<file path="src/rtl/fsm_seqdet_param.sv">
// fsm_seqdet_param: parametrised serial sequence detector.
//
// Compares a 1-bit input stream (consumed only when en=1) against an N-bit
// PATTERN, MSB first. The state s is the length of the longest suffix of the
// consumed stream that equals a prefix of PATTERN. A mismatch falls back to
// the next shorter prefix that still fits (KMP failure fallback) rather than
// straight to zero.
//
// Outputs:
//   x     - registered (Moore) match flag, high while s == N
//   y     - combinational (Mealy) match flag, en & (next s == N)
//   count - saturating number of matches since reset
//   s     - current state, for debug
//
// The full next-state table is computed at elaboration time from N, PATTERN
// and OVERLAP. The pattern cannot be loaded at run time.
//
// Optional build macro: FSM_SEQDET_CLR_EN
//   When defined, adds the input port clr (placed after reset). clr=1 zeroes
//   count on the next clk edge and takes priority over an increment. s, x and
//   y are not affected by clr.
//
// Structure:
//   fsm_seqdet_param_nsl  - next-state / Mealy output logic (combinational)
//   fsm_seqdet_param_regs - state, Moore flag and counter registers
//   fsm_seqdet_param      - top level, wires the two together

// ---------------------------------------------------------------------------
// Next-state and Mealy output logic.
// ---------------------------------------------------------------------------
module fsm_seqdet_param_nsl #(
    parameter int           N       = 4,
    parameter logic [N-1:0] PATTERN = 4'b1011,
    parameter bit           OVERLAP = 1'b1,
    parameter int           SW      = $clog2(N + 1)
) (
    input  logic          i_en,
    input  logic          i_a,
    input  logic [SW-1:0] i_s,
    output logic [SW-1:0] o_s_upd,
    output logic          o_y
);

    localparam int            NST    = 1 << SW;
    localparam logic [SW-1:0] S_FULL = SW'(N);

    // Next state for the given current state and input bit.
    //
    // The history is rebuilt from the state alone, because state k means
    // the last k bits were PATTERN[N-1 -: k]. The input bit is appended as
    // the LSB. The result is the longest suffix of that history that is also
    // a prefix of PATTERN.
    //
    // Encodings above N are unreachable, so they map to 0.
    function automatic int kmp_next(input int st, input int bit_in);
        int pat;
        int hist;
        int hlen;
        int lim;
        int res;
        pat  = 32'(PATTERN);
        res  = 0;
        hist = 0;
        hlen = 0;
        if (st >= 0 && st <= N) begin
            if (st == N && !OVERLAP) begin
                // Non-overlapping: after a full match, the detector starts
                // again from the new bit alone.
                hist = bit_in & 1;
                hlen = 1;
            end else begin
                hist = ((pat >> (N - st)) << 1) | (bit_in & 1);
                hlen = st + 1;
            end
            lim = (hlen < N) ? hlen : N;
            // Search from the longest candidate down; keep the first hit.
            for (int k = N; k >= 1; k--) begin
                if (res == 0 && k <= lim &&
                    ((hist & ((1 << k) - 1)) == (pat >> (N - k)))) begin
                    res = k;
                end
            end
        end
        return res;
    endfunction

    logic [SW-1:0] w_ns_a0 [NST];
    logic [SW-1:0] w_ns_a1 [NST];
    logic          w_valid [NST];

    // Elaboration-time next-state table: one entry per encoding and input bit.
    genvar gi;
    generate
        for (gi = 0; gi < NST; gi++) begin : g_tbl
            localparam int NS0 = kmp_next(gi, 0);
            localparam int NS1 = kmp_next(gi, 1);
            assign w_ns_a0[gi] = SW'(NS0);
            assign w_ns_a1[gi] = SW'(NS1);
            assign w_valid[gi] = (gi <= N) ? 1'b1 : 1'b0;
        end
    endgenerate

    logic [SW-1:0] w_step;

    // Select the table entry and apply the hold / scrub rules.
    always_comb begin
        w_step = i_a ? w_ns_a1[i_s] : w_ns_a0[i_s];
        if (!w_valid[i_s]) begin
            // An illegal encoding returns to empty whether or not en is set.
            o_s_upd = '0;
        end else if (i_en) begin
            o_s_upd = w_step;
        end else begin
            o_s_upd = i_s;
        end
        o_y = i_en & (w_step == S_FULL);
    end

endmodule

// ---------------------------------------------------------------------------
// State, Moore flag and saturating match counter registers.
// ---------------------------------------------------------------------------
module fsm_seqdet_param_regs #(
    parameter int N  = 4,
    parameter int SW = $clog2(N + 1),
    parameter int CW = 8
) (
    input  logic          clk,
    input  logic          i_reset,
    input  logic          i_clr,
    input  logic [SW-1:0] i_s_upd,
    input  logic          i_hit,
    output logic [SW-1:0] o_s,
    output logic          o_x,
    output logic [CW-1:0] o_count
);

    localparam logic [SW-1:0] S_FULL  = SW'(N);
    localparam logic [CW-1:0] CNT_MAX = {CW{1'b1}};

    logic [SW-1:0] r_s;
    logic          r_x;
    logic [CW-1:0] r_count;

    // Register the state. x is registered from the same update, so it is
    // high exactly while s == N. The counter stops at its maximum value
    // rather than wrapping.
    always_ff @(posedge clk) begin
        if (i_reset) begin
            r_s     <= '0;
            r_x     <= 1'b0;
            r_count <= '0;
        end else begin
            r_s <= i_s_upd;
            r_x <= (i_s_upd == S_FULL);
            if (i_clr) begin
                r_count <= '0;
            end else if (i_hit && (r_count != CNT_MAX)) begin
                r_count <= r_count + CW'(1);
            end
        end
    end

    assign o_s     = r_s;
    assign o_x     = r_x;
    assign o_count = r_count;

endmodule

// ---------------------------------------------------------------------------
// Top level.
// ---------------------------------------------------------------------------
module fsm_seqdet_param #(
    parameter int           N       = 4,
    parameter logic [N-1:0] PATTERN = 4'b1011,
    parameter bit           OVERLAP = 1'b1,
    parameter int           CW      = 8,
    localparam int          SW      = $clog2(N + 1)
) (
    input  logic          clk,
    input  logic          reset,
`ifdef FSM_SEQDET_CLR_EN
    input  logic          clr,
`endif
    input  logic          en,
    input  logic          a,
    output logic          x,
    output logic          y,
    output logic [CW-1:0] count,
    output logic [SW-1:0] s
);

    logic [SW-1:0] w_s;
    logic [SW-1:0] w_s_upd;
    logic          w_y;
    logic          w_clr;

`ifdef FSM_SEQDET_CLR_EN
    assign w_clr = clr;
`else
    assign w_clr = 1'b0;
`endif

    fsm_seqdet_param_nsl #(
        .N       (N),
        .PATTERN (PATTERN),
        .OVERLAP (OVERLAP),
        .SW      (SW)
    ) u_nsl (
        .i_en    (en),
        .i_a     (a),
        .i_s     (w_s),
        .o_s_upd (w_s_upd),
        .o_y     (w_y)
    );

    fsm_seqdet_param_regs #(
        .N  (N),
        .SW (SW),
        .CW (CW)
    ) u_regs (
        .clk     (clk),
        .i_reset (reset),
        .i_clr   (w_clr),
        .i_s_upd (w_s_upd),
        .i_hit   (w_y),
        .o_s     (w_s),
        .o_x     (x),
        .o_count (count)
    );

    assign y = w_y;
    assign s = w_s;

endmodule

</file>
<file path="config.mk">
export PLATFORM = sky130hd
export DESIGN_NAME = fsm_seqdet_param
export DESIGN_NICKNAME = d
export VERILOG_FILES = /design/src/rtl/fsm_seqdet_param.sv
export SDC_FILE = /design/constraint.sdc
export NUM_CORES = 1
export LEC_CHECK = 0
export ABC_AREA = 1
export BUFFER_PORTS_ARGS = -buffer_cell sky130_fd_sc_hd__buf_2
export CORE_AREA = 3 3 40 42
export CTS_CLUSTER_SIZE = 20
export DETAILED_ROUTE_END_ITERATION = 8
export DIE_AREA = 0 0 43 45
export PLACE_DENSITY = 0.72
export SETUP_SLACK_MARGIN = 0.02
export SLEW_MARGIN = 15
export SYNTH_ARGS = -nofsm -noshare
export SYNTH_HDL_FRONTEND = slang
export SYNTH_SLANG_ARGS = --single-unit
</file>
<file path="constraint.sdc">
create_clock -name clk -period 1.6 [get_ports clk]
set_input_delay 0.32 -clock clk [delete_from_list [all_inputs] [get_ports clk]]
set_output_delay 0.32 -clock clk [all_outputs]
set_load 0.1 [all_outputs]
</file>
* Yosys cells after proc, flatten, opt, wreduce, memory -nomap -nowiden *
Memories as Yosys holds them, arrays and structs flattened.
Index checks and enable logic that the tools add are counted.

word-level totals
  register bits = 12
  ROM bits = 56
  bits of input ports = 4
  output and inout bits = 13
  logic and storage cells = 23
  memories = 3

operators by class
  $add $sub $neg = 1
  $lt $le $gt $ge = 1
  equal/unequal tests = 3
  multiplexer cells = 9
  bitwise operators = 2
  reductions and logical operators = 1

memories
  memory           words  bits a word  read ports  clocked after memory_dff  wr ports  line  source
  (no name shown)  8      3            1           0                         0         107   w_step = i_a ? w_ns_a1[i_s] : w_ns_a0[i_s];
  (no name shown)  8      3            1           0                         0         107
  (no name shown)  8      1            1           0                         0         108   if (!w_valid[i_s]) begin

operators by type and width
  operator                                       number
  2-to-1 mux 3 bit                               7
  adder 8 x 1 -> 8 bit (second input constant)   1
  inequality test 8 bit (second input constant)  1
  equality test 3 bit (second input constant)    2
  >= comparator 4 bit (second input constant)    1
  inverter 3 -> 4 bit                            1
  2-to-1 mux 1 bit                               2
  AND 1 bit                                      1
  logical AND 1 bit                              1

* Depth between registers and ports, before layout *
  depth in word-level cells = 8
  mapped depth = 8
  depth with buffers taken out = 8

* Modules after synthesis *
A second synthesis with hierarchy kept.

unflattened totals
  cells, all modules = 105
  area total of the unflattened synthesis = 708.2 um2

by module, submodules not included
  module                 instances  cells each  area each (um2)  seq. area each (um2)
  fsm_seqdet_param_regs  1          82          598.1            240.2
  fsm_seqdet_param_nsl   1          22          106.4            0.0
  fsm_seqdet_param       1          1           3.8              0.0

* Worst setup path after synthesis *
Ideal clock, no wire load.

  kind = flip-flop to flip-flop
  start point = reg u_regs.r_s[0] (netlist: u_regs.o_s[0])
  end point = reg u_regs.r_count[0] (netlist: u_regs.o_count[0])
  arrival time = 2,142 ps
  data required time = 1,483 ps
  path slack = -659 ps
  cell stages (with the launch flop) = 6
  path buffers = 0
  period minus slack after synthesis = 2,259 ps
  cells stage by stage = dfxtp_1 nand3_2 nor2_4 nand2_4 o21ai_0 nor2_1

between the ends
  cells in the longest elaborated chain, start to end = 8
  elaborated cells on any way between the ends = 11
  those cells by class = eq/ne: 1; mux: 5; bitwise: 2; reduce/logical: 1; memory: 2

RTL lines
  element                                               line  source
  start: declaration                                    142   logic [SW-1:0] r_s;
  start signal: assignment                              155   r_s <= i_s_upd;
  inverter 3 -> 4 bit (implied by the code) (*)         107
  memory (8 x 3 bit)                                    --
  2-to-1 mux 3 bit (implied by the code) (2 in series)  107
  2-to-1 mux 3 bit (*)                                  107
  equality test 3 bit (*)                               116   o_y = i_en & (w_step == S_FULL);
  AND 1 bit (*)                                         116
  net y                                                 189   output logic y,
  logical AND 1 bit (*)                                 159   end else if (i_hit && (r_count != CNT_MAX)) begin
  end signal: assignment                                160   r_count <= r_count + CW'(1);
  end: declaration                                      144   logic [CW-1:0] r_count;

Mark *: on every way through the listed nets, which the timed path passes. The rest lies on a longest branch. The select of a mux whose other input is x is not followed.
A chain may end at the register's enable or synchronous reset.

* Worst setup path after layout *
  start point = reg u_regs.r_s[2] (netlist: u_regs.o_s[2])
  end point = out y

between the ends
  cells in the longest elaborated chain, start to end = 7
  elaborated cells on any way between the ends = 10
  those cells by class = eq/ne: 1; mux: 5; bitwise: 2; memory: 2

RTL lines
  element                                               line
  inverter 3 -> 4 bit (implied by the code) (*)         107
  memory (8 x 3 bit)                                    --
  2-to-1 mux 3 bit (implied by the code) (2 in series)  107
  2-to-1 mux 3 bit (*)                                  107
  equality test 3 bit (*)                               116
  AND 1 bit (*)                                         116
  end: declaration                                      189

Every way passes the cells marked *; elsewhere a longest branch is shown, timed or not. The select of a mux whose other input is x is not followed.

==> impl_table.tex <==
\begin{tabular}{lr}
\hline
Metric & Value \\
\hline
\multicolumn{2}{l}{\textbf{Status}} \\
\quad Run status & finished, final reports clean \\
\multicolumn{2}{l}{\textbf{Synth}} \\
\quad Post-synth cell types & 18 \\
\quad Leading post-synthesis cells by cell area & dfxtp\_1, nand2\_1, nor2\_1, a21oi\_1, inv\_1 \\
\quad Average size of a mapped cell & 6.93 sq um \\
\quad Mapped Nets & 94 \\
\quad Yosys reg bits & 12 \\
\quad Post-synthesis instance total & 89 \\
\quad Number of flops mapped to enable cells by yosys & 0 \\
\quad Async SR Flop Fraction & 0 \\
\quad YS warnings & 0 \\
\quad Netlist area before placement & 617 sq um \\
\quad Cell with the most instances after synthesis & nand2\_1 \\
\quad Commonest cells post-synth & nand2\_1, nor2\_1, dfxtp\_1 \\
\quad Most frequently used flop master after synthesis & dfxtp\_1 \\
\quad Cell taking the most area after synthesis & dfxtp\_1 \\
\quad Proportion of netlist area held by the largest area contributor & 0.389 \\
\quad Share of synthesized area occupied by flip-flops and latches & 0.389 \\
\multicolumn{2}{l}{\textbf{STA}} \\
\quad Worst relative slew slack & 0.676 \\
\quad Number of failing hold endpoints at the final stage & 0 \\
\quad Max Fclk & around 670 MHz \\
\quad Crit path time final & 1500 ps \\
\quad Setup violators final & 0 \\
\quad Post-Route Hold Slack & 281 ps \\
\quad Number of pins with negative max-slew slack in the final report & 0 \\
\quad Transition time of the tightest slew-check pin & 489 ps \\
\quad Unrepaired setup endpoints after global routing & no \\
\quad Final critical-path share of the clock period & 0.935 \\
\quad Worst clock skew & about 3.7 ps \\
\multicolumn{2}{l}{\textbf{Finish}} \\
\quad Share of final-layout standard cells stronger than drive strength 1 & 0.330 \\
\quad Count of non-filler cells in the finished layout & 124 \\
\quad Total non-filler cell area in the finished layout & 776 sq um \\
\quad Final standard cell utilization of the core & 0.604 \\
\quad \# nets final & 115 \\
\quad Number of diodes & 0 \\
\quad Number of filler instances in the final layout & 125 \\
\quad P\&R area growth vs syn & 25.8\% \\
\multicolumn{2}{l}{\textbf{Clocking}} \\
\quad Number of clock buffers inserted by TritonCTS & 3 \\
\quad Root buffer cell & clkbuf\_4 \\
\quad Clock slew at reported path FFs & 70 ps \\
\quad TritonCTS clock tree & yes \\
\quad Clock sink total & 12 \\
\quad Post-CTS resize count & 0 \\
\quad Post-CTS Setup Repair Bufs & 0 \\
\quad Worst-skew pair later-pin latency & 270 ps \\
\quad H-tree Lvls & 1 \\
\quad Post-CTS Hold Buffers & 0 \\
\quad Buffers from clock root to sink, at most & 2 \\
\multicolumn{2}{l}{\textbf{Setup path}} \\
\quad R2R Path Start & u\_regs.o\_count[1] \\
\quad Crit path max fanout & 6 \\
\quad R2r endpoint & u\_regs.o\_count[1] \\
\quad Reg2Reg Setup Slack & a little over 300 ps \\
\quad Crit Path Class & flip-flop to output port \\
\quad Type of element launching the critical path & flip-flop \\
\quad Endpoint type of the worst setup path & output port \\
\quad Crit path DAT & 1180 ps \\
\quad Req. time, crit path & 1280 ps \\
\quad Depth of the worst register-to-register path & 8 \\
\multicolumn{2}{l}{\textbf{Placement}} \\
\quad Placer's final routability congestion estimate & 0.797 \\
\quad Count of placed standard cells including taps & 120 \\
\quad Half-perimeter wire length of the detailed placement result & 1010 um \\
\quad Count of input and output buffers & 16 \\
\quad Area after DPL & around 750 sq um \\
\multicolumn{2}{l}{\textbf{Floorplanning}} \\
\quad Ports placed on the boundary & 17 \\
\quad Die height & 45 um \\
\quad Initial core utilization & 0.480 \\
\quad Overall die area & 1940 sq um \\
\quad Area of the placeable core & 1280 sq um \\
\quad Number of core rows & 13 \\
\quad Die span in x & between 40 and 50 um \\
\multicolumn{2}{l}{\textbf{Routing}} \\
\quad Detailed-route wire length per cell & 10.1 um \\
\quad Drc violations & 0 \\
\quad Number of violations reported at the end of detailed-routing iteration 0 & 5 \\
\quad Total routed wirelength & about 1300 um \\
\quad Number of search-and-repair iterations in the first detailed-routing pass & 4 \\
\quad Total via count after detailed routing & 607 \\
\quad Average via count per standard cell & 4.90 \\
\quad Number of routed nets with antenna violations & 0 \\
\multicolumn{2}{l}{\textbf{Pwr}} \\
\quad Power Total & 0.527 mW \\
\quad Leakage component of the power & 0.335 nW \\
\quad Total power divided by cell area & $\sim$680 nW/um\^{}2 \\
\quad Worst vdd rail ir drop & 0.384 mV \\
\multicolumn{2}{l}{\textbf{Hold path}} \\
\quad WHS Endpoint & u\_regs.o\_count[2] \\
\quad Beginning of the worst hold path & reset \\
\quad Worst hold path type & primary input to flip-flop \\
\quad Depth of the worst hold-timing path & 2 \\
\multicolumn{2}{l}{\textbf{GRT}} \\
\quad Number of global-route vias before repair & 507 \\
\quad All-Layer GR Usage & 0.153 \\
\quad Largest net degree at the start of global routing & 8 \\
\quad GRT overflow & 0 \\
\quad Initial antenna violation count & 0 \\
\quad Global-route wire length before repair & 2140 um \\
\multicolumn{2}{l}{\textbf{Flow run}} \\
\quad Max Cap Violations & 0 \\
\hline
\end{tabular}
[where the power goes]
group	switching, mW	leakage, nW	internal (mW)	total, mW
logic	0.0287	0.218	0.00808	0.0368
clock network	0.0939	0.0150	0.0966	0.191
registers	0.00288	0.102	0.297	0.300
total	0.126	0.335	0.402	0.527
[logic make-up after synthesis]
logic type	synth area share
compound gates	0.110
xor+xnor	0.0426
fa+ha+maj	0.0203
buf+inv	0.0588
flops	0.389
simple gates	0.379
[state kept, by name, indices dropped and copies added, names as in the netlist]
signal / count
u_regs.o_count: 8
u_regs.o_x: 1
u_regs.o_s: 3
[metrics by stage]
stage / setup TNS (ps) / setup slack (ps)
after global placement: 0 / 343
after global routing: 0 / 33.1
after CTS: 0 / 63.7
final: 0 / 103
after floorplan: -964 / -134
after detailed placement: 0 / 325
[critical path, stage by stage (launching register included)]
cell and delay, ps:
dfxtp_4 360, inv_2 50, nand3_2 80, nor2_4 210, buf_12 210
[per-layer routing]
layer	wire length, um	global-route usage	up-vias
met3	73	0.0518	6
li1	-	-	325
met5	0	0	-
met1	596	0.180	262
met2	553	0.234	14
met4	35	0.108	0
[cells in the final DEF, fill, tap and decap left out]
cell	netlist	routed
a21oi_1	8	8
buf_12	0	1
buf_2	0	15
clkbuf_1	0	1
clkbuf_4	0	3
dfxtp_1	12	3
dfxtp_2	0	6
dfxtp_4	0	3
ha_1	1	1
inv_1	7	7
inv_2	1	1
inv_4	1	1
nand2_1	22	22
nand2_2	2	2
nand2_4	1	1
nand3_1	5	5
nand3_2	1	1
nand4_1	1	1
nor2_1	17	17
nor2_4	2	2
o21a_1	1	1
o21ai_0	4	2
o21ai_1	0	2
xnor2_1	1	1
xor2_1	2	2
[cell type report]
cell class / count / area, sq um / share of cell area
Multi-Input combinational cell: 68 / 340 / 0.439
Inverter: 9 / 36.3 / 0.0468
Clock buffer: 4 / 26.3 / 0.0339
Tap cell: 15 / 18.8 / 0.0242
Sequential cell: 12 / 259 / 0.334
Timing Repair Buffer: 16 / 95.1 / 0.123
[worst max path at each step]
stage,from,end,slack (ps),cells after the start
final,u_regs.o_s[2],y,100,4
after global routing,u_regs.o_s[2],y,30,4
after global placement,u_regs.o_count[1],u_regs.o_count[1],340,8
after CTS,u_regs.o_s[2],y,60,4
after floorplan,u_regs.o_s[0],u_regs.o_count[4],-130,6
after detailed placement,u_regs.o_count[1],u_regs.o_count[1],320,8
(Power assumes the default switching activity.)
